### config.mk
export PLATFORM = sky130hd
export DESIGN_NAME = alu_arbiter
export DESIGN_NICKNAME = d
export VERILOG_FILES = /design/src/rtl/alu_arbiter.sv
export SDC_FILE = /design/constraint.sdc
export NUM_CORES = 1
export LEC_CHECK = 0
export ABC_CLOCK_PERIOD_IN_PS = 2500
export CORE_MARGIN = 4
export CORE_UTILIZATION = 35
export DETAILED_ROUTE_END_ITERATION = 8
export GPL_TIMING_DRIVEN = 1
export PLACE_DENSITY = 0.69
export REMOVE_ABC_BUFFERS = 1
export SLEW_MARGIN = 20
export SYNTH_ARGS = -nofsm -noshare
export SYNTH_HDL_FRONTEND = slang
export SYNTH_SLANG_ARGS = --single-unit
### constraint.sdc
create_clock -name clk -period 2.5 [get_ports clk]
set_input_delay 0.625 -clock clk [delete_from_list [all_inputs] [get_ports clk]]
set_output_delay 0.625 -clock clk [all_outputs]
set_load 0.01 [all_outputs]
### src/rtl/alu_arbiter.sv
// rtl/alu_arbiter.sv - two-port arbiter/sequencer sharing one registered ALU
// Define ALU_ARB_FIXED_PRI_EN for fixed port-0 priority instead of round-robin.
module alu_arbiter #(
  parameter int DATA_W  = 8,
  parameter int OP_W    = 3,
  parameter int ALU_LAT = 1
) (
  input  logic              clk,
  input  logic              rst,
  input  logic              req0_valid,
  output logic              req0_ready,
  input  logic [DATA_W-1:0] req0_a,
  input  logic [DATA_W-1:0] req0_b,
  input  logic [OP_W-1:0]   req0_op,
  input  logic              req1_valid,
  output logic              req1_ready,
  input  logic [DATA_W-1:0] req1_a,
  input  logic [DATA_W-1:0] req1_b,
  input  logic [OP_W-1:0]   req1_op,
  output logic              rsp0_valid,
  input  logic              rsp0_ready,
  output logic [DATA_W-1:0] rsp0_result,
  output logic [3:0]        rsp0_flags,
  output logic              rsp1_valid,
  input  logic              rsp1_ready,
  output logic [DATA_W-1:0] rsp1_result,
  output logic [3:0]        rsp1_flags,
  output logic [DATA_W-1:0] alu_a,
  output logic [DATA_W-1:0] alu_b,
  output logic [OP_W-1:0]   alu_op,
  input  logic [DATA_W-1:0] alu_result,
  input  logic              alu_carry,
  input  logic              alu_zero,
  input  logic              alu_sign,
  input  logic              alu_overflow,
  output logic              busy
);

  localparam int CNT_W = (ALU_LAT < 2) ? 1 : $clog2(ALU_LAT + 1);

  typedef enum logic [1:0] {S_IDLE, S_WAIT, S_RESP} state_t;

  state_t             r_state;
  state_t             w_next;
  logic               r_last_grant;
  logic               r_owner;
  logic [CNT_W-1:0]   r_cnt;
  logic [DATA_W-1:0]  r_alu_a;
  logic [DATA_W-1:0]  r_alu_b;
  logic [OP_W-1:0]    r_alu_op;
  logic               r_rsp0_valid;
  logic               r_rsp1_valid;
  logic [DATA_W-1:0]  r_rsp0_result;
  logic [DATA_W-1:0]  r_rsp1_result;
  logic [3:0]         r_rsp0_flags;
  logic [3:0]         r_rsp1_flags;
  logic               w_sel;
  logic               w_hs;
  logic               w_done;
  logic               w_rsp_hs;
  logic [3:0]         w_flags;

  // Idle selection favours the port not served last; a tie goes the same way
  // unless fixed priority is built in.
  always_comb begin
    w_sel = ~r_last_grant;
    if (req0_valid && !req1_valid) begin
      w_sel = 1'b0;
    end else if (req1_valid && !req0_valid) begin
      w_sel = 1'b1;
    end
`ifdef ALU_ARB_FIXED_PRI_EN
    else if (req0_valid && req1_valid) begin
      w_sel = 1'b0;
    end
`else
`endif
  end

  assign req0_ready = (r_state == S_IDLE) && !w_sel;
  assign req1_ready = (r_state == S_IDLE) && w_sel;
  assign w_hs       = (r_state == S_IDLE) && (w_sel ? req1_valid : req0_valid);
  assign w_done     = (r_state == S_WAIT) && (r_cnt == '0);
  assign w_rsp_hs   = (r_state == S_RESP) && (r_owner ? rsp1_ready : rsp0_ready);
  assign w_flags    = {alu_carry, alu_overflow, alu_sign, alu_zero};

  always_ff @(posedge clk or posedge rst) begin
    if (rst) begin
      r_state <= S_IDLE;
    end else begin
      r_state <= w_next;
    end
  end

  always_comb begin
    w_next = r_state;
    case (r_state)
      S_IDLE:  if (w_hs)     w_next = S_WAIT;
      S_WAIT:  if (w_done)   w_next = S_RESP;
      S_RESP:  if (w_rsp_hs) w_next = S_IDLE;
      default: w_next = S_IDLE;
    endcase
  end

  always_ff @(posedge clk or posedge rst) begin
    if (rst) begin
      r_last_grant  <= 1'b1;
      r_owner       <= 1'b0;
      r_cnt         <= '0;
      r_alu_a       <= '0;
      r_alu_b       <= '0;
      r_alu_op      <= '0;
      r_rsp0_valid  <= 1'b0;
      r_rsp1_valid  <= 1'b0;
      r_rsp0_result <= '0;
      r_rsp1_result <= '0;
      r_rsp0_flags  <= '0;
      r_rsp1_flags  <= '0;
    end else begin
      if (w_hs) begin
        r_owner      <= w_sel;
        r_last_grant <= w_sel;
        r_cnt        <= CNT_W'(ALU_LAT);
        r_alu_a      <= w_sel ? req1_a  : req0_a;
        r_alu_b      <= w_sel ? req1_b  : req0_b;
        r_alu_op     <= w_sel ? req1_op : req0_op;
      end
      if (r_state == S_WAIT && !w_done) begin
        r_cnt <= r_cnt - CNT_W'(1);
      end
      // Result is sampled only in the final WAIT cycle, once the ALU pipeline has filled.
      if (w_done) begin
        if (r_owner) begin
          r_rsp1_valid  <= 1'b1;
          r_rsp1_result <= alu_result;
          r_rsp1_flags  <= w_flags;
        end else begin
          r_rsp0_valid  <= 1'b1;
          r_rsp0_result <= alu_result;
          r_rsp0_flags  <= w_flags;
        end
      end
      if (w_rsp_hs) begin
        if (r_owner) begin
          r_rsp1_valid <= 1'b0;
        end else begin
          r_rsp0_valid <= 1'b0;
        end
      end
    end
  end

  assign alu_a       = r_alu_a;
  assign alu_b       = r_alu_b;
  assign alu_op      = r_alu_op;
  assign rsp0_valid  = r_rsp0_valid;
  assign rsp1_valid  = r_rsp1_valid;
  assign rsp0_result = r_rsp0_result;
  assign rsp1_result = r_rsp1_result;
  assign rsp0_flags  = r_rsp0_flags;
  assign rsp1_flags  = r_rsp1_flags;
  assign busy        = (r_state != S_IDLE);

endmodule

==> impl_summary.txt <==
----------------------------------------------------
[Run status]
  Result of the run ... complete, no violations

[GRT]
  Maximum number of pins on one net before global-route repair ... 44
  Met2 usage in global routing ... 23.8%
  Via count of the first global-routing pass ... 2,240
  Met3 layer usage reported by global route ... 4.59%
  Leftover overflow at the end of global routing ... 0
  Global Route Usage Sum ... 16.4%
  Global routing met1 resource utilization ... 23.6%
  Highest-utilization routing layer at the global route stage ... met2
  Wire length of the first global-routing pass ... 11,200 um
  Number of antenna violations at the first check in global routing ... 0

[Clock network]
  Clk_lat worst skew ... 0.30 ns
  Clock Path Buffers ... 2
  Clock buffers created by TritonCTS ... 5
  Clock tree from TritonCTS ... yes
  Maximum level of the CTS H-tree ... 2
  Root buffer selected by CTS ... clkbuf_8
  Reg clk slew, reported paths ... 0.09 ns
  Sinks on the clock net ... 50

[Die]
  Std-Cell Rows ... 29
  Overall die height ... 90.2 um
  I/O Pins ... 104
  Width of the die ... 90.2 um
  Core Region ... 6460 um2
  Die outline area ... 8140 um2
  Initial core utilization ... 36.6%

[Logic synthesis]
  Ys async rst share ... 100%
  Xor and xnor area share after synthesis ... 0%
  Cell accounting for the most synthesized area ... dfrtp_1
  Simple-Gate Fraction of Synth Area ... 7.09%
  Most frequently used flop master after synthesis ... dfrtp_1
  Netlist Area Pre-Place ... 2370 um2
  Warning count from the yosys run ... 0
  Area share of the largest cell type after synthesis ... 51.8%
  Adder-cell share of the synthesized area ... 0.423%
  Fraction of the yosys area taken by sequential cells ... 52.9%
  Flop and latch count out of synthesis ... 50
  Synthesized netlist cell count ... 208
  Post-synthesis average cell area ... 11.4 um2
  Compound-gate portion of the synthesized area ... 21.4%
  Most frequent cells after synthesis ... dfrtp_1, o2111ai_1, o21ai_0
  Cell with the most instances after synthesis ... dfrtp_1
  Main combinational cell family by area after synthesis ... compound AO/OA/AOI/OAI gates
  Share of cell area taken by muxes after synthesis ... 11.8%
  Largest cells by area after synthesis ... dfrtp_1, o2111ai_1, mux2_1
  Synth unique cells ... 27
  Count of flip-flops with a built-in enable after synthesis ... 0

[Route]
  Drc violations ... 0
  Via count ... 2,130
  Number of vias per cell ... 5.55
  Wire per inst ... 17.4 um
  Number of optimization iterations in the first detailed-route pass ... 4
  Antenna-violating nets left ... 0
  Initial DRC count ... 84
  Sum of routed wire length over all layers ... 6700 um

[Cells and area]
  Core Util, Final ... 55.2%
  Synthesis-to-layout area growth ... 50.8%
  Net count of the finished layout ... 362
  Final antenna diode count ... 0
  Fraction of final layout cells with drive strength greater than 1 ... 10.7%
  Fin cells ... 384

[Timing]
  Worst Tran Pin Value ... 0.692 ns
  Setup skew after layout ... 0.00431 ns
  Setup repair after global routing missed its margin ... false
  Count of pins over their slew limit ... 0
  Least setup slack across all paths after layout ... 0.113 ns
  Period minus WS final ... 2.39 ns
  Worst Hold Margin ... 0.493 ns
  Hold Violations, Final ... 0
  Final sum of negative setup slack ... 0 ns
  Period Utilization, post-route ... 95.5%
  Total of endpoints with negative setup slack in the final report ... 0
  Highest attainable clock frequency ... 0.419 GHz
  Slew headroom ... 53.8%

[Pwr]
  Worst VDD drop ... 0.560 mV
  Power Density ... 1130 nW/um2
  LEAKAGE ... 1.43 nW

[Placement]
  Placed cells ... 376
  Routability-driven placement congestion ratio ... 0.756
  HPWL after DPL ... 4780 um
  PortBufs ... 103
  Pre-CTS worst setup slack ... -0.348 ns

[Setup path]
  Required time at the worst-slack endpoint ... 1.88 ns
  Type of destination of the critical path ... output port
  Reg-to-reg critical path startpoint ... r_state[0]
  Maximum fanout along the worst path ... 2
  Critical path arrival ... 1.76 ns
  CP Launch Type ... primary input
  Startpoint of the most critical setup path ... req0_valid
  Worst Path Class, Setup ... in -> out

[Job]
  Max-capacitance violation count ... 0

[Min path]
  Startpoint of the most critical hold path ... rsp1_result[7]
  Type of the most critical hold path ... reg -> reg

----------------------------------------------------
## worst paths after layout
path,slack (ns),cells past startpoint,end
hold / removal,0.49,1,rsp1_result[7]
hold reg to reg,0.49,1,rsp1_result[7]
setup reg to reg,0.96,3,rsp1_result[0]
max in group asynchronous,1.28,3,rsp1_result[4]
setup / recovery,0.11,5,req1_ready
min in group asynchronous,0.60,2,alu_a[5]
## metal layers
layer  vias up  part of all wire, %
li1        998                    -
met1      1020                   47
met2       110                   44
met3         2                  8.2
met4         0                 0.30
met5         -                    0
## through the flow
stage               power, mW  cell area [um2]
finish                   4.05             3570
global route             4.32             3570
CTS                      4.11             3580
detailed placement       3.54             3460
global placement         3.50             3460
floorplan                2.35             2250
## cell usage in the layout, fill, tap and decap left out
cell type,Yosys,final
dfrtp_1,49,49
and2_1,1,1
nor2_1,2,1
clkinv_1,1,1
clkbuf_8,0,5
nand3_1,19,19
nor2_2,1,1
o2111ai_1,38,38
a32o_1,1,1
bufinv_16,0,1
nor3b_2,1,1
maj3_2,0,1
nor2_4,0,1
buf_2,6,1
clkbuf_1,14,1
o31ai_1,2,2
and2_4,2,2
mux2i_1,1,1
a21oi_1,1,1
inv_1,8,7
clkbuf_2,0,1
nand3b_1,1,1
inv_2,0,1
mux2_1,20,20
a31oi_1,3,3
buf_4,0,11
clkdlybuf4s50_1,0,101
dfstp_2,1,1
a31o_2,1,1
mux2_2,4,4
nand2_1,4,4
clkinvlp_4,0,1
o21ai_0,23,23
## final cells by class
class | count | area, um2
inverter | 9 | 33.8
multi-input combinational | 126 | 972
clock inverter | 2 | 37.5
timing repair buffer | 114 | 1100
tap | 77 | 96.3
clock buffer | 6 | 72.6
sequential | 50 | 1250
fill | 571 | 2890
## state kept, by name (all words and copies together), names as in the netlist, named ones only
name	flops
alu_a	8
alu_b	8
rsp0_result	8
rsp1_result	8
rsp0_flags	4
rsp1_flags	4
alu_op	3
r_state	2
r_cnt	1
r_last_grant	1
r_owner	1
## power breakdown
| part | total, mW | leakage (nW) | internal (mW) | switching, mW |
|---|---|---|---|---|
| sequential | 1.45 | 0.595 | 1.21 | 0.237 |
| combinational | 2.04 | 0.786 | 1.09 | 0.951 |
| clock | 0.563 | 0.0514 | 0.299 | 0.264 |
| total | 4.05 | 1.43 | 2.60 | 1.45 |
## repair_timing
| action | in CTS | in global routing |
|---|---|---|
| hold buffers | 0 | 0 |
| pin swaps | 1 | 1 |
| buffers inserted | 0 | 0 |
| setup endpoints to repair | 2 | 2 |
| cloned | 0 | 0 |
| hold endpoints to repair | 0 | 0 |
| resized for setup | 6 | 2 |
## critical path, cell delays in order
cell             delay, ns
clkdlybuf4s50_1       0.48
inv_1                 0.07
maj3_2                0.32
and2_1                0.14
buf_2                 0.13
## cell families (layout without fill, tap and decap cells)
family / Yosys count / after routing
adders and majority gates: 1 / 1
and+or+nand+nor: 31 / 31
AOI/OAI and AO/OA: 69 / 69
buffers and inverters: 32 / 131
DFF: 50 / 50
muxes: 25 / 25
No activity file was read; power rests on OpenSTA's default activity.
==> edit: new RTL, config.mk and constraints unchanged <==
`DATA_W`: 8 -> 12.
--- a/src/rtl/alu_arbiter.sv
+++ b/src/rtl/alu_arbiter.sv
@@ -1,7 +1,7 @@
 // rtl/alu_arbiter.sv - two-port arbiter/sequencer sharing one registered ALU
 // Define ALU_ARB_FIXED_PRI_EN for fixed port-0 priority instead of round-robin.
 module alu_arbiter #(
-  parameter int DATA_W  = 8,
+  parameter int DATA_W  = 12,
   parameter int OP_W    = 3,
   parameter int ALU_LAT = 1
 ) (
Interface: changed (9 resized); port bits go from 104 to 140. The function was not compared with the original's and may differ.
==> edit against the unedited design <==
Count of clock-buffer cells in the layout grew 4; routed wire length grew 48%; sequential cell count grew 16; cell count grew 34%; via count grew 35%; setup slack lost 72 ps; design area grew 36%; power grew 40%; area after synthesis grew 33%; critical path type unchanged; highest routed layer unchanged.
==> edit: results <==
group,metric,value,unit
global_routing,grt_pass1_wl,15300,um
setup_path,worstRegToRegCells,4,
finish,drive_above_1_share,0.145,
finish,regArea,1650,sq um
pwr,pwr-share-seq,0.335,
finish,clk_share,0.0398,
pwr,ir_drop,487,uV
setup_path,startpoint,"req1_valid",
sta,fin_skew,5.72,ps
global_routing,grt.total_usage,0.185,
min_path,holdPathEnd,"rsp1_result[2]",
placed_design,dp.cells,500,
clocking,cts-htree-levels,3,
clocking,cts_buffers,9,
finish,fin_cells,516,
setup_path,worstPathArrival,1830,ps
placed_design,dpl_worst_slack,-395,ps
clocking,clk-insertion-delay-late,320,ps
yosys,synth-compound-area-share,0.218,
yosys,ys_top_cells_by_area,"dfrtp_1 (52%), o2111ai_1 (15%), o21ai_0 (4.9%)",
setup_path,crit-reg2reg-capture,"rsp0_result[7]",
sta,max_slew_margin,0.294,
drt,drt_iter0_markers,200,
status,status,"complete, no violations",
placed_design,dp_hpwl,6720,um
drt,routed_via_density,5.57,
drt,first_pass_iters,5,
yosys,synthCells,274,
placed_design,post_dp_cell_area,4640,sq um
-- edit: changes by cell type after synthesis, sizes merged --
cell,before,now
buf,9,5
clkbuf,14,28
dfrtp,49,65
mux2,24,32
nand3,19,27
o2111ai,38,54
o21ai,23,31
-- edit: repair_timing --
item                       4_1_cts  5_1_grt
hold endpoints to repair         0        0
gates resized for setup          4        1
setup buffers                    0        1
setup endpoints to repair        2        1
-- edit: layer usage --
metal  routed length, um  track usage  up-vias
met2                4600        0.297      146
li1                    -            -     1334
met3                 945       0.0494       13
met5                   0            0        -
met1                4230        0.238     1382
met4                 135       0.0767        0
-- edit: how the worst max path moves through the flow --
stage	to	cells past startpoint
6_report	req1_ready	4
5_1_grt	busy	3
4_1_cts	busy	3
3_5_place_dp	req0_ready	5
3_3_place_gp	req0_ready	5
2_1_floorplan	req0_ready	3
